[config.mk]
export PLATFORM = sky130hd
export DESIGN_NAME = lsu_gen
export DESIGN_NICKNAME = d
export VERILOG_FILES = /design/src/rtl/lsu_gen_pkg.sv /design/src/rtl/lsu_gen_align.sv /design/src/rtl/lsu_gen.sv
export SDC_FILE = /design/constraint.sdc
export NUM_CORES = 1
export LEC_CHECK = 0
export ABC_CLOCK_PERIOD_IN_PS = 5580
export BUFFER_PORTS_ARGS = -buffer_cell sky130_fd_sc_hd__buf_2
export CORE_MARGIN = 10
export CORE_UTILIZATION = 38
export DETAILED_ROUTE_END_ITERATION = 12
export HOLD_SLACK_MARGIN = 0.05
export PLACE_DENSITY = 0.67
export SLEW_MARGIN = 10
export SYNTH_ARGS = -nofsm -noshare
export SYNTH_HDL_FRONTEND = slang
export SYNTH_HIERARCHICAL = 1
export SYNTH_SLANG_ARGS = --single-unit
[constraint.sdc]
create_clock -name clock -period 5.58 [get_ports clock]
set_input_delay 0.279 -clock clock [delete_from_list [all_inputs] [get_ports clock]]
set_output_delay 0.279 -clock clock [all_outputs]
set_load 0.005 [all_outputs]
[src/rtl/lsu_gen_pkg.sv]
// Shared types for the load/store unit: access sizes and controller states.
package lsu_gen_pkg;

  typedef enum logic [1:0] {
    LSU_BYTE = 2'b00,
    LSU_HALF = 2'b01,
    LSU_WORD = 2'b10,
    LSU_DBL  = 2'b11
  } lsu_size_e;

  typedef enum logic [1:0] {
    LSU_IDLE  = 2'b00,
    LSU_BEAT1 = 2'b01,
    LSU_BEAT2 = 2'b10,
    LSU_RESP  = 2'b11
  } lsu_state_e;

endpackage

[src/rtl/lsu_gen_align.sv]
// Combinational data path of the LSU: access classification, per-beat byte masks,
// store data rotation and load merge/extension.
module lsu_gen_align
  import lsu_gen_pkg::*;
#(
  parameter int unsigned XLEN = 32
) (
  input  logic [$clog2(XLEN/8)-1:0] off_i,
  input  logic [1:0]                size_i,
  input  logic                      sign_i,
  input  logic [XLEN-1:0]           wdata_i,
  input  logic [XLEN-1:0]           beat1_i,
  input  logic [XLEN-1:0]           beat2_i,
  output logic                      misalign_o,
  output logic                      illegal_o,
  output logic [XLEN/8-1:0]         mask1_o,
  output logic [XLEN/8-1:0]         mask2_o,
  output logic [XLEN-1:0]           wdata_o,
  output logic [XLEN-1:0]           rdata_o
);

  localparam int unsigned NB = XLEN / 8;
  localparam int unsigned OW = $clog2(NB);

  logic [4:0]        len;
  logic [2*NB-1:0]   lmask;
  logic [2*NB-1:0]   smask;
  logic [OW+2:0]     shamt;
  logic [XLEN-1:0]   merged;
  logic              sbit;

  assign len        = 5'd1 << size_i;
  assign shamt      = {off_i, 3'b000};
  assign illegal_o  = (size_i == LSU_DBL) && (XLEN == 32);
  assign misalign_o = (5'(off_i) + len) > 5'(NB);

  always_comb begin
    lmask = '0;
    for (int i = 0; i < 2 * NB; i++) begin
      lmask[i] = 5'(i) < len;
    end
  end

  assign smask   = lmask << off_i;
  assign mask1_o = smask[NB-1:0];
  assign mask2_o = smask[2*NB-1:NB];

  // Rotate rather than shift so the bytes that spill past the beat land in beat 2's lanes.
  assign wdata_o = (wdata_i << shamt) | (wdata_i >> (XLEN - 32'(shamt)));

  assign merged = XLEN'({beat2_i, beat1_i} >> shamt);

  always_comb begin
    sbit = 1'b0;
    for (int b = 0; b < NB; b++) begin
      if (5'(b) + 5'd1 == len) sbit = sign_i & merged[8*b+7];
    end
    rdata_o = '0;
    for (int b = 0; b < NB; b++) begin
      rdata_o[8*b+:8] = (5'(b) < len) ? merged[8*b+:8] : {8{sbit}};
    end
  end

endmodule

[src/rtl/lsu_gen.sv]
// Load/store unit: captures one core request, issues one or two bus beats and
// returns a single completion pulse with extended load data or an error.
module lsu_gen
  import lsu_gen_pkg::*;
#(
  parameter int unsigned XLEN           = 32,
  parameter int unsigned MISALIGN_SPLIT = 1
) (
  input  logic              clock,
  input  logic              reset_n,
  input  logic              reqValid,
  output logic              reqReady,
  input  logic              is_write,
  input  logic [XLEN-1:0]   wdata,
  input  logic [31:0]       addr,
  input  logic [1:0]        data_size,
  input  logic              is_mem_sign,
  output logic              respValid,
  output logic              respErr,
  output logic [XLEN-1:0]   rdata,
  output logic              io_reqValid,
  input  logic              io_respValid,
  input  logic              io_respErr,
  output logic [31:0]       io_addr,
  output logic [1:0]        io_size,
  output logic              io_wen,
  output logic [XLEN-1:0]   io_wdata,
  output logic [XLEN/8-1:0] io_wmask,
  input  logic [XLEN-1:0]   io_rdata
);

  localparam int unsigned NB = XLEN / 8;
  localparam int unsigned OW = $clog2(NB);

  lsu_state_e      state_q, state_d;
  logic [31:0]     addr_q;
  logic [1:0]      size_q;
  logic            wr_q;
  logic            sign_q;
  logic [XLEN-1:0] wdata_q;
  logic [XLEN-1:0] rbuf_q, rbuf_d;
  logic [XLEN-1:0] rdata_q, rdata_d;
  logic            err_q, err_d;

  logic            idle;
  logic            busy;
  logic [OW-1:0]   a_off;
  logic [1:0]      a_size;
  logic [XLEN-1:0] beat1;
  logic [XLEN-1:0] beat2;
  logic            misalign;
  logic            illegal;
  logic [NB-1:0]   mask1;
  logic [NB-1:0]   mask2;
  logic [XLEN-1:0] rot_wdata;
  logic [XLEN-1:0] ld_data;
  logic [31:0]     beat2_addr;

  assign idle = (state_q == LSU_IDLE);
  assign busy = (state_q == LSU_BEAT1) || (state_q == LSU_BEAT2);

  // In IDLE the aligner classifies the incoming request so it can be rejected on accept.
  assign a_off  = idle ? addr[OW-1:0] : addr_q[OW-1:0];
  assign a_size = idle ? data_size : size_q;
  assign beat1  = (state_q == LSU_BEAT1) ? io_rdata : rbuf_q;
  assign beat2  = (state_q == LSU_BEAT2) ? io_rdata : '0;

  assign beat2_addr = {addr_q[31:OW] + (32 - OW)'(1), {OW{1'b0}}};

  lsu_gen_align #(
    .XLEN (XLEN)
  ) u_align (
    .off_i      (a_off),
    .size_i     (a_size),
    .sign_i     (sign_q),
    .wdata_i    (wdata_q),
    .beat1_i    (beat1),
    .beat2_i    (beat2),
    .misalign_o (misalign),
    .illegal_o  (illegal),
    .mask1_o    (mask1),
    .mask2_o    (mask2),
    .wdata_o    (rot_wdata),
    .rdata_o    (ld_data)
  );

  always_ff @(posedge clock or negedge reset_n) begin
    if (!reset_n) begin
      addr_q  <= '0;
      size_q  <= '0;
      wr_q    <= 1'b0;
      sign_q  <= 1'b0;
      wdata_q <= '0;
    end else if (idle && reqValid) begin
      addr_q  <= addr;
      size_q  <= data_size;
      wr_q    <= is_write;
      sign_q  <= is_mem_sign;
      wdata_q <= wdata;
    end
  end

  always_ff @(posedge clock or negedge reset_n) begin
    if (!reset_n) begin
      state_q <= LSU_IDLE;
      rbuf_q  <= '0;
      rdata_q <= '0;
      err_q   <= 1'b0;
    end else begin
      state_q <= state_d;
      rbuf_q  <= rbuf_d;
      rdata_q <= rdata_d;
      err_q   <= err_d;
    end
  end

  always_comb begin
    state_d = state_q;
    err_d   = err_q;
    rbuf_d  = rbuf_q;
    rdata_d = rdata_q;
    unique case (state_q)
      LSU_IDLE: begin
        if (reqValid) begin
          rdata_d = '0;
          if (illegal || (misalign && (MISALIGN_SPLIT == 0))) begin
            err_d   = 1'b1;
            state_d = LSU_RESP;
          end else begin
            err_d   = 1'b0;
            state_d = LSU_BEAT1;
          end
        end
      end
      LSU_BEAT1: begin
        if (io_respValid) begin
          rbuf_d = io_rdata;
          if (io_respErr) begin
            err_d   = 1'b1;
            rdata_d = '0;
            state_d = LSU_RESP;
          end else if (misalign) begin
            state_d = LSU_BEAT2;
          end else begin
            rdata_d = wr_q ? '0 : ld_data;
            state_d = LSU_RESP;
          end
        end
      end
      LSU_BEAT2: begin
        if (io_respValid) begin
          err_d   = io_respErr;
          rdata_d = (io_respErr || wr_q) ? '0 : ld_data;
          state_d = LSU_RESP;
        end
      end
      LSU_RESP: state_d = LSU_IDLE;
      default:  state_d = LSU_IDLE;
    endcase
  end

  // Bus outputs are forced to zero outside a beat so idle/reset values are clean.
  always_comb begin
    reqReady    = idle;
    respValid   = (state_q == LSU_RESP);
    respErr     = respValid & err_q;
    rdata       = respValid ? rdata_q : '0;
    io_reqValid = 1'b0;
    io_addr     = '0;
    io_size     = '0;
    io_wen      = 1'b0;
    io_wdata    = '0;
    io_wmask    = '0;
    if (busy) begin
      io_reqValid = 1'b1;
      io_size     = size_q;
      io_wen      = wr_q;
      io_wdata    = rot_wdata;
      io_addr     = (state_q == LSU_BEAT1) ? addr_q : beat2_addr;
      io_wmask    = (state_q == LSU_BEAT1) ? mask1 : mask2;
    end
  end

endmodule
* Word level (Yosys, flattened, before mapping)
Index checks and enable logic that the tools add are counted.
** Cells by class
- Add/subtract/negate cells :: 3
- Magnitude comparators :: 9
- Equal/unequal tests :: 13
- Shifts and indexed selects :: 5
- Muxes and demuxes :: 42
- Bitwise gates (word level) :: 6
- Reductions and logical operators :: 9
** Operator list (number)
- 32-bit two-way mux :: 13
- 32-bit case mux with 3 select lines :: 1
- 64-bit by 5-bit >> shifter with 32-bit output :: 1
- 8-bit two-way mux :: 4
- 32-bit OR :: 1
- 32-bit by 5-bit << shifter with 32-bit output :: 1
- 32-bit by 32-bit >> shifter with 32-bit output :: 1
- 30-bit by 1-bit adder with 30-bit output (second input constant) :: 1
- 3-bit by 5-bit less-than comparator with 1-bit output (first input constant) :: 4
- 2-bit two-way mux :: 7
- 1-bit two-way mux :: 13
- 2-bit by 5-bit == test with 1-bit output (first input constant) :: 2
- 1-bit by 5-bit less-than comparator with 1-bit output (first input constant) :: 2
- 2-bit by 5-bit less-than comparator with 1-bit output (first input constant) :: 2
- 5-bit AND reduction :: 2
- 4-bit two-way mux :: 2
- 2-bit inequality test (second input constant) :: 4
- 2-bit case mux with 4 select lines :: 1
- 8-bit by 2-bit << shifter with 8-bit output :: 1
- 6-bit by 5-bit subtractor with 7-bit output (first input constant) :: 1
- 2-bit == test (second input constant) :: 3
- 2-bit by 5-bit adder with 5-bit output :: 1
- 1-bit bitwise AND :: 5
- 1-bit by 5-bit == test with 1-bit output (first input constant) :: 1
- other kinds (12) :: 13
** Storage, ports and cells
- Flip-flop bits (word level) :: 135
- Output and inout port bits :: 107
- Word-level logic and storage cells :: 96

* Longest topological paths before layout
Gate-level depths: netlist of run 1.
- Word-level depth :: 14
- Depth in mapped cells :: 16

* By module
The synthesis of run 1 kept the hierarchy.
** By module, submodules not included
- lsu_gen :: instances 1, cells an instance 674, area an instance 7154.4 um2
- lsu_gen_align :: instances 1, cells an instance 269, area an instance 2208.4 um2

* Least setup slack after synthesis of run 1
OpenSTA, ideal clock, no wires.
- Path type :: flip-flop to output port
- Start point :: reg state_q[0]
- End point :: out io_wdata[13]
- Arrival :: 3.328 ns
- Required time :: 5.301 ns
- Setup slack :: 1.973 ns
- Cell stages (with the launch flop) :: 16
- Cell sequence :: dfrtp_1 > inv_1 > ha_1 > clkbuf_1 > mux2_2 > buf_2 > inv_2 > buf_2 > buf_1 > ha_1 > buf_2 > nor2_1 > buf_2 > nand2_1 > a31oi_1 > and2_1
** Between the ends
- Longest elaborated chain between the ends :: 6
** Ends and longest elaborated chain
- from (decl) :: line lsu_gen.sv:35 : lsu_state_e state_q, state_d;
- from (signal assigned) :: line lsu_gen.sv:110 : state_q <= state_d;
- 2-bit zero test * :: line lsu_gen.sv:59 : assign idle = (state_q == LSU_IDLE);
- via reqReady :: line lsu_gen.sv:12 : output logic reqReady,
- 2-bit two-way mux * :: line lsu_gen.sv:63 : assign a_off = idle ? addr[OW-1:0] : addr_q[OW-1:0];
- via a_off[0] :: line lsu_gen.sv:47 : logic [OW-1:0] a_off;
- 6-bit by 5-bit subtractor with 7-bit output :: line lsu_gen_align.sv:49 : assign wdata_o = (wdata_i << shamt) | (wdata_i >> (XLEN - 32'(shamt)));
- 32-bit by 32-bit >> shifter with 32-bit output :: line lsu_gen_align.sv:49
- 32-bit OR * :: line lsu_gen_align.sv:49
- via rot_wdata[13] :: line lsu_gen.sv:55 : logic [XLEN-1:0] rot_wdata;
- 32-bit two-way mux * :: line lsu_gen.sv:174 : if (busy) begin
- to (decl) :: line lsu_gen.sv:27 : output logic [XLEN-1:0] io_wdata,
The timed path passes the listed nets; every way through them passes the cells marked *.

* Final worst setup path of run 1
- Start point :: reg state_q[0]
- End point :: out io_wdata[6]
** Between the ends
- Longest elaborated chain between the ends :: 6
** Ends and longest elaborated chain (line)
- 2-bit zero test * :: lsu_gen.sv:59
- 2-bit two-way mux * :: lsu_gen.sv:63
- via a_off[1] :: lsu_gen.sv:47
- 6-bit by 5-bit subtractor with 7-bit output :: lsu_gen_align.sv:49
- 32-bit by 32-bit >> shifter with 32-bit output :: lsu_gen_align.sv:49
- 32-bit OR * :: lsu_gen_align.sv:49
- via rot_wdata[6] :: lsu_gen.sv:55
- 32-bit two-way mux * :: lsu_gen.sv:174
Marks and branches as above.

==> impl_metrics.toml, run 1 <==
[clock_tree]
cts_tree = "done"
cts_buffers = 17
ctsLongestPathBuffers = 2
h-tree-depth = 4
clk_pin_slew_ps = 70
root_buffer = "clkbuf_16"
clock-sinks = 135
clk_latency_ps = 420

[detailed_routing]
ant_nets = 0
drt_iter0_drc = 728
avgViaCountPerCell = 5.297
drtPass1Iterations = 7
route.detailed.drc = 0
totalWireLength_um = 26770
via_count = 7623
wl_per_cell_um = 18.61

[global_routing]
grt_max_degree = 91
gr-max-usage-layer = "met2"
use_met2 = 0.2637
use_met3 = 0.04250
grt_pass1_wl_um = 42370
use_met1 = 0.2208
grt_usage = 0.1681
antenna_found_initial = 4
first_global_vias = 7631
overflow = 0

[die]
ioPinCount = 212
initial_utilization = 0.3841
die_h_um = 176.5
fp.coreArea_um2 = 24250
num_rows = 57
die_area_um2 = 31170
die_w_um = 176.5

[critical_path]
path_cells = "inv_1, ha_1, mux2_2, inv_1, ha_1, o21ai_1, and2_1, a22o_1, and2_1, buf_2"
crit_fanout = 16
cp.arrival_ps = 4320
max_stage_delay_ps = 950
worstSetupStartpoint = "state_q[0]"
criticalPathCategory = "reg2out"
cp-end-kind = "primary output"
slowest_stage = "o21ai_1"
startpoint_type = "register"
required_ps = 5300
r2r_start = "state_q[0]"

[synth]
syn_area_per_cell_um2 = 9.960
syn-cell-area_um2 = 9313
syn_inst = 935
synth.net_count = 1049
ys_warn_count = 6

[place]
pre_cts_ws_ps = 1514
dpl_cell_area_um2 = 10550
io_buffers = 211
gp_congestion = 0.8586
hpwlAfterDp_um = 19620

[timing]
slew_viol_final = 0
fin_crit_ps = 4598
rsz0062_at_grt = "false"
worstMarginPinSlew_ps = 1222
setup_viol_count_final = 0
setup_tns_ps = 0
whs_ps = 82.87
fmax_ghz = 0.2175
period_share = 0.8240
setup_ws_ps = 981.9
relSlewSlack = 0.1799
hold_viol_final = 0
finClkSkew_ps = 9.783

[status]
outcome = "finished clean"

[final_layout]
area_delta_synth_final_pct = 19.74
nets = 1214
ff_latch_area_um2 = 3378
finish.utilization = 0.4599
drive_above_1_share = 0.4061
fillers = 2403
multiInputGateArea_um2 = 5553
final_area_um2 = 11150

[power_and_ir_drop]
cellLeakagePower_uw = 0.004901
ir_drop_v = 0.0003717
power_density_nw_per_um2 = 702.2

[hold_path]
worstHoldStart = "addr[30]"
hold_class = "in2reg"

[run]
cap_violations = 0
==> through the flow <==
| step | total power, uW | instances |
|---|---|---|
| finish | 7830 | 1439 |
| global route | 8475 | 1437 |
| CTS | 7861 | 1437 |
| detailed placement | 6691 | 1404 |
| global placement | 6607 | 1404 |
| floorplan | 5293 | 935 |
==> placed cells by master (no fill, tap or decap), drive strengths merged, types with 8 or more instances in the layout <==
master and instances:
o21ai 72, mux4 34, mux2i 19, or4 10, inv 17, a221oi 23, dfrtp 135, and2 96
mux2 149, buf 223, nor2 40, nand3 8, o31ai 11, nand2 120, clkbuf 18, ha 8
a21oi 36
==> registers in the layout, indices dropped and copies added (netlist names) <==
signal   count
addr_q      32
rbuf_q      32
rdata_q     32
wdata_q     32
size_q       2
state_q      2
err_q        1
sign_q       1
wr_q         1
==> area by class of cell <==
class | count | area share
antenna | 2 | 0.0004488
multi-input combinational | 707 | 0.4980
clock buffer | 18 | 0.03939
timing repair buffer | 224 | 0.1042
inverter | 15 | 0.005049
sequential | 135 | 0.3030
tap | 324 | 0.03636
clock inverter | 14 | 0.01358
==> metal layers <==
layer | up-vias | routed length [um]
met1 | 3675 | 12230
li1 | 3701 | -
met5 | - | 46
met3 | 42 | 1626
met2 | 199 | 12300
met4 | 6 | 576
==> path summary, 6_finish.rpt <==
| check | to | slack [ps] | cells past startpoint |
|---|---|---|---|
| setup / recovery | io_wdata[6] | 980 | 10 |
| hold / removal | addr_q[30] | 80 | 2 |
| setup reg to reg | rdata_q[12] | 1690 | 13 |
| hold reg to reg | rdata_q[25] | 470 | 2 |
| max in group asynchronous | wdata_q[8] | 3990 | 3 |
| min in group asynchronous | rbuf_q[25] | 470 | 2 |
==> worst max-delay path: cells and delay by family, from the launching register on <==
family	cells	cell delay, ps
AOI/OAI and AO/OA	2	1150
adders and majority gates	2	770
buffers and inverters	3	620
and+or+nand+nor	2	540
DFF	1	420
muxes	1	400
==> repair_timing <==
| item | 4_1_cts | 5_1_grt |
|---|---|---|
| hold buffers | 1 | 0 |
| buffers inserted | 0 | 0 |
| resized for setup | 0 | 0 |
| hold endpoints to repair | 89 | 0 |
| setup endpoints to repair | 0 | 0 |
==> report_power, final <==
part / leakage [uW] / total [uW] / internal (uW) / switching [uW]
Combinational: 0.00296 / 4860 / 2300 / 2560
Sequential: 0.00166 / 1840 / 1410 / 424
Clock: 0.000280 / 1140 / 673 / 464
Total: 0.00490 / 7830 / 4390 / 3440
No activity file was read; power rests on OpenSTA's default activity.
==> run 2, diff against run 1 <==
--- a/config.mk
+++ b/config.mk
@@ -5,7 +5,7 @@
 export SDC_FILE = /design/constraint.sdc
 export NUM_CORES = 1
 export LEC_CHECK = 0
-export ABC_CLOCK_PERIOD_IN_PS = 5580
+export ABC_CLOCK_PERIOD_IN_PS = 4350
 export BUFFER_PORTS_ARGS = -buffer_cell sky130_fd_sc_hd__buf_2
 export CORE_MARGIN = 10
 export CORE_UTILIZATION = 38
==> constraint.sdc (replaced) <==
create_clock -name clock -period 4.35 [get_ports clock]
set_input_delay 0.2175 -clock clock [delete_from_list [all_inputs] [get_ports clock]]
set_output_delay 0.2175 -clock clock [all_outputs]
set_load 0.005 [all_outputs]
==> run 2 against run 1 <==
Against the previous run: utilization rose by 3.7 points; combinational power rose by 32%; non-clock buffer count rose by 90; clock power rose by 25%; clock-buffer cell count did not move; first-iteration DRC count fell by 0.96%; sequential share of layout area fell by 2.2 points; global-route usage rose by 0.55 points; hold slack got worse by 16 ps; die area did not move; via count rose by 5.1%; critical path type unchanged.
==> impl_metrics.toml, run 2 (synthesis gave the netlist of run 1 again) <==
[critical_path]
cp.arrival_ps = 3680
r2r_start = "state_q[0]"
worstSetupStartpoint = "state_q[0]"
criticalPathCategory = "reg2out"
r2r_slack_ps = 640
crit_fanout = 16
startpoint_type = "register"
worst_r2r_endpoint = "rdata_q[14]"
required_ps = 4130
reg2reg_depth = 15
cp-end-kind = "primary output"

[clock_tree]
root_buffer = "clkbuf_16"
h-tree-depth = 4
clk_latency_ps = 420
ctsResizeCount = 0
ctsLongestPathBuffers = 2
cts_buffers = 17
ctsHoldBuffers = 84
cts_tree = "done"
clock-sinks = 135
clk_pin_slew_ps = 60
post_cts_buffers = 0

[timing]
relSlewSlack = 0.3622
finClkSkew_ps = 7.776
fmax_ghz = 0.2569
fin_crit_ps = 3893
worstMarginPinSlew_ps = 956.7
setup_tns_ps = 0
rsz0062_at_grt = "false"
hold_viol_final = 0
setup_viol_count_final = 0
period_share = 0.8948
whs_ps = 66.93
slew_viol_final = 0

[final_layout]
area_delta_synth_final_pct = 29.26
layout_commonest_cell = "buf_2"
mostFrequentLayoutCells = "buf_2, mux2_2, dfrtp_1, nand2_1, and2_1"
nets = 1304
finish.utilization = 0.4964
drive_above_1_share = 0.3807

[global_routing]
grt_pass1_wl_um = 43970
grt_max_degree = 104
overflow = 0
grt_usage = 0.1735
antenna_found_initial = 3
first_global_vias = 7926

[hold_path]
hold_class = "in2reg"
holdPathStages = 2
worstHoldEndpoint = "rbuf_q[30]"
worstHoldStart = "io_rdata[30]"

[detailed_routing]
via_count = 8008
drtPass1Iterations = 8
wl_per_cell_um = 17.94
totalWireLength_um = 27410
avgViaCountPerCell = 5.241
ant_nets = 0
drt_iter0_drc = 721
route.detailed.drc = 0

[place]
gp_congestion = 0.8497
hpwlAfterDp_um = 19730
io_buffers = 211

[die]
ioPinCount = 212
num_rows = 57
initial_utilization = 0.3841
die_h_um = 176.5
die_w_um = 176.5
fp.coreArea_um2 = 24250
die_area_um2 = 31170

[power_and_ir_drop]
cellLeakagePower_uw = 0.005279
ir_drop_v = 0.0004298
power_density_nw_per_um2 = 846.8

[run]
cap_violations = 0

[status]
outcome = "finished clean"
## run 2: changes by cell type in the layout (fill, tap and decap cells not counted)
cell           delta
clkbuf_1          +1
clkbuf_8          -1
dlygate4sd3_1    +83
clkinv_4          -3
inv_8             -1
buf_4             +6
clkinvlp_4        +1
inv_6             +3
buf_16            +1
diode_2           -1
## run 2: cell type report
cell class              instances  area [um2]
well taps                     324       405.4
diodes                          1       2.502
repair buffers                314        2066
multi-input cells             707        5553
fillers                      2253       12210
inverters                      15       56.30
clock buffers                  18       429.2
flip-flops and latches        135        3378
clock inverters                14       147.6
## run 2: through the flow
stage	std cells	power (uW)	cell area (um2)	setup slack, ps
final	1528	10190	12040	457.4
after global routing	1528	11030	12040	199.7
after CTS	1526	10160	12010	429.3
after detailed placement	1410	8624	10590	439.4
after global placement	1410	8519	10590	539.4
after floorplan	935	6790	9313	804.6
## run 2: layer usage
layer | global-route usage | wire length, um | vias to the layer above
li1 | - | - | 3888
met1 | 0.2323 | 12320 | 3848
met2 | 0.2754 | 12900 | 243
met3 | 0.04101 | 1736 | 25
met4 | 0.04623 | 437 | 4
met5 | 0 | 21 | -
## run 2: worst max-delay path by stage
stage / endpoint / slack (ps) / depth (start not counted)
3_5_place_dp: rdata_q[10] / 440 / 14
3_3_place_gp: rdata_q[14] / 540 / 14
2_1_floorplan: io_wdata[13] / 800 / 15
6_report: io_wdata[21] / 460 / 12
5_1_grt: io_wdata[17] / 200 / 12
4_1_cts: rdata_q[10] / 430 / 14
## run 2: where the power goes
group          switching [uW]  leakage (uW)  internal, uW  total (uW)
Combinational            3330       0.00335          3090        6420
Sequential                542       0.00166          1810        2350
Clock                     575      0.000270           847        1420
## run 2: critical path, stage by stage, from the launching register on
cell and delay, ps:
dfrtp_1 420, inv_1 100, ha_1 280, mux2_2 420, inv_1 70, buf_4 220, ha_1 280, nor2_1 630
buf_4 320, a21oi_1 80, a21oi_1 180, and2_1 140, buf_2 110
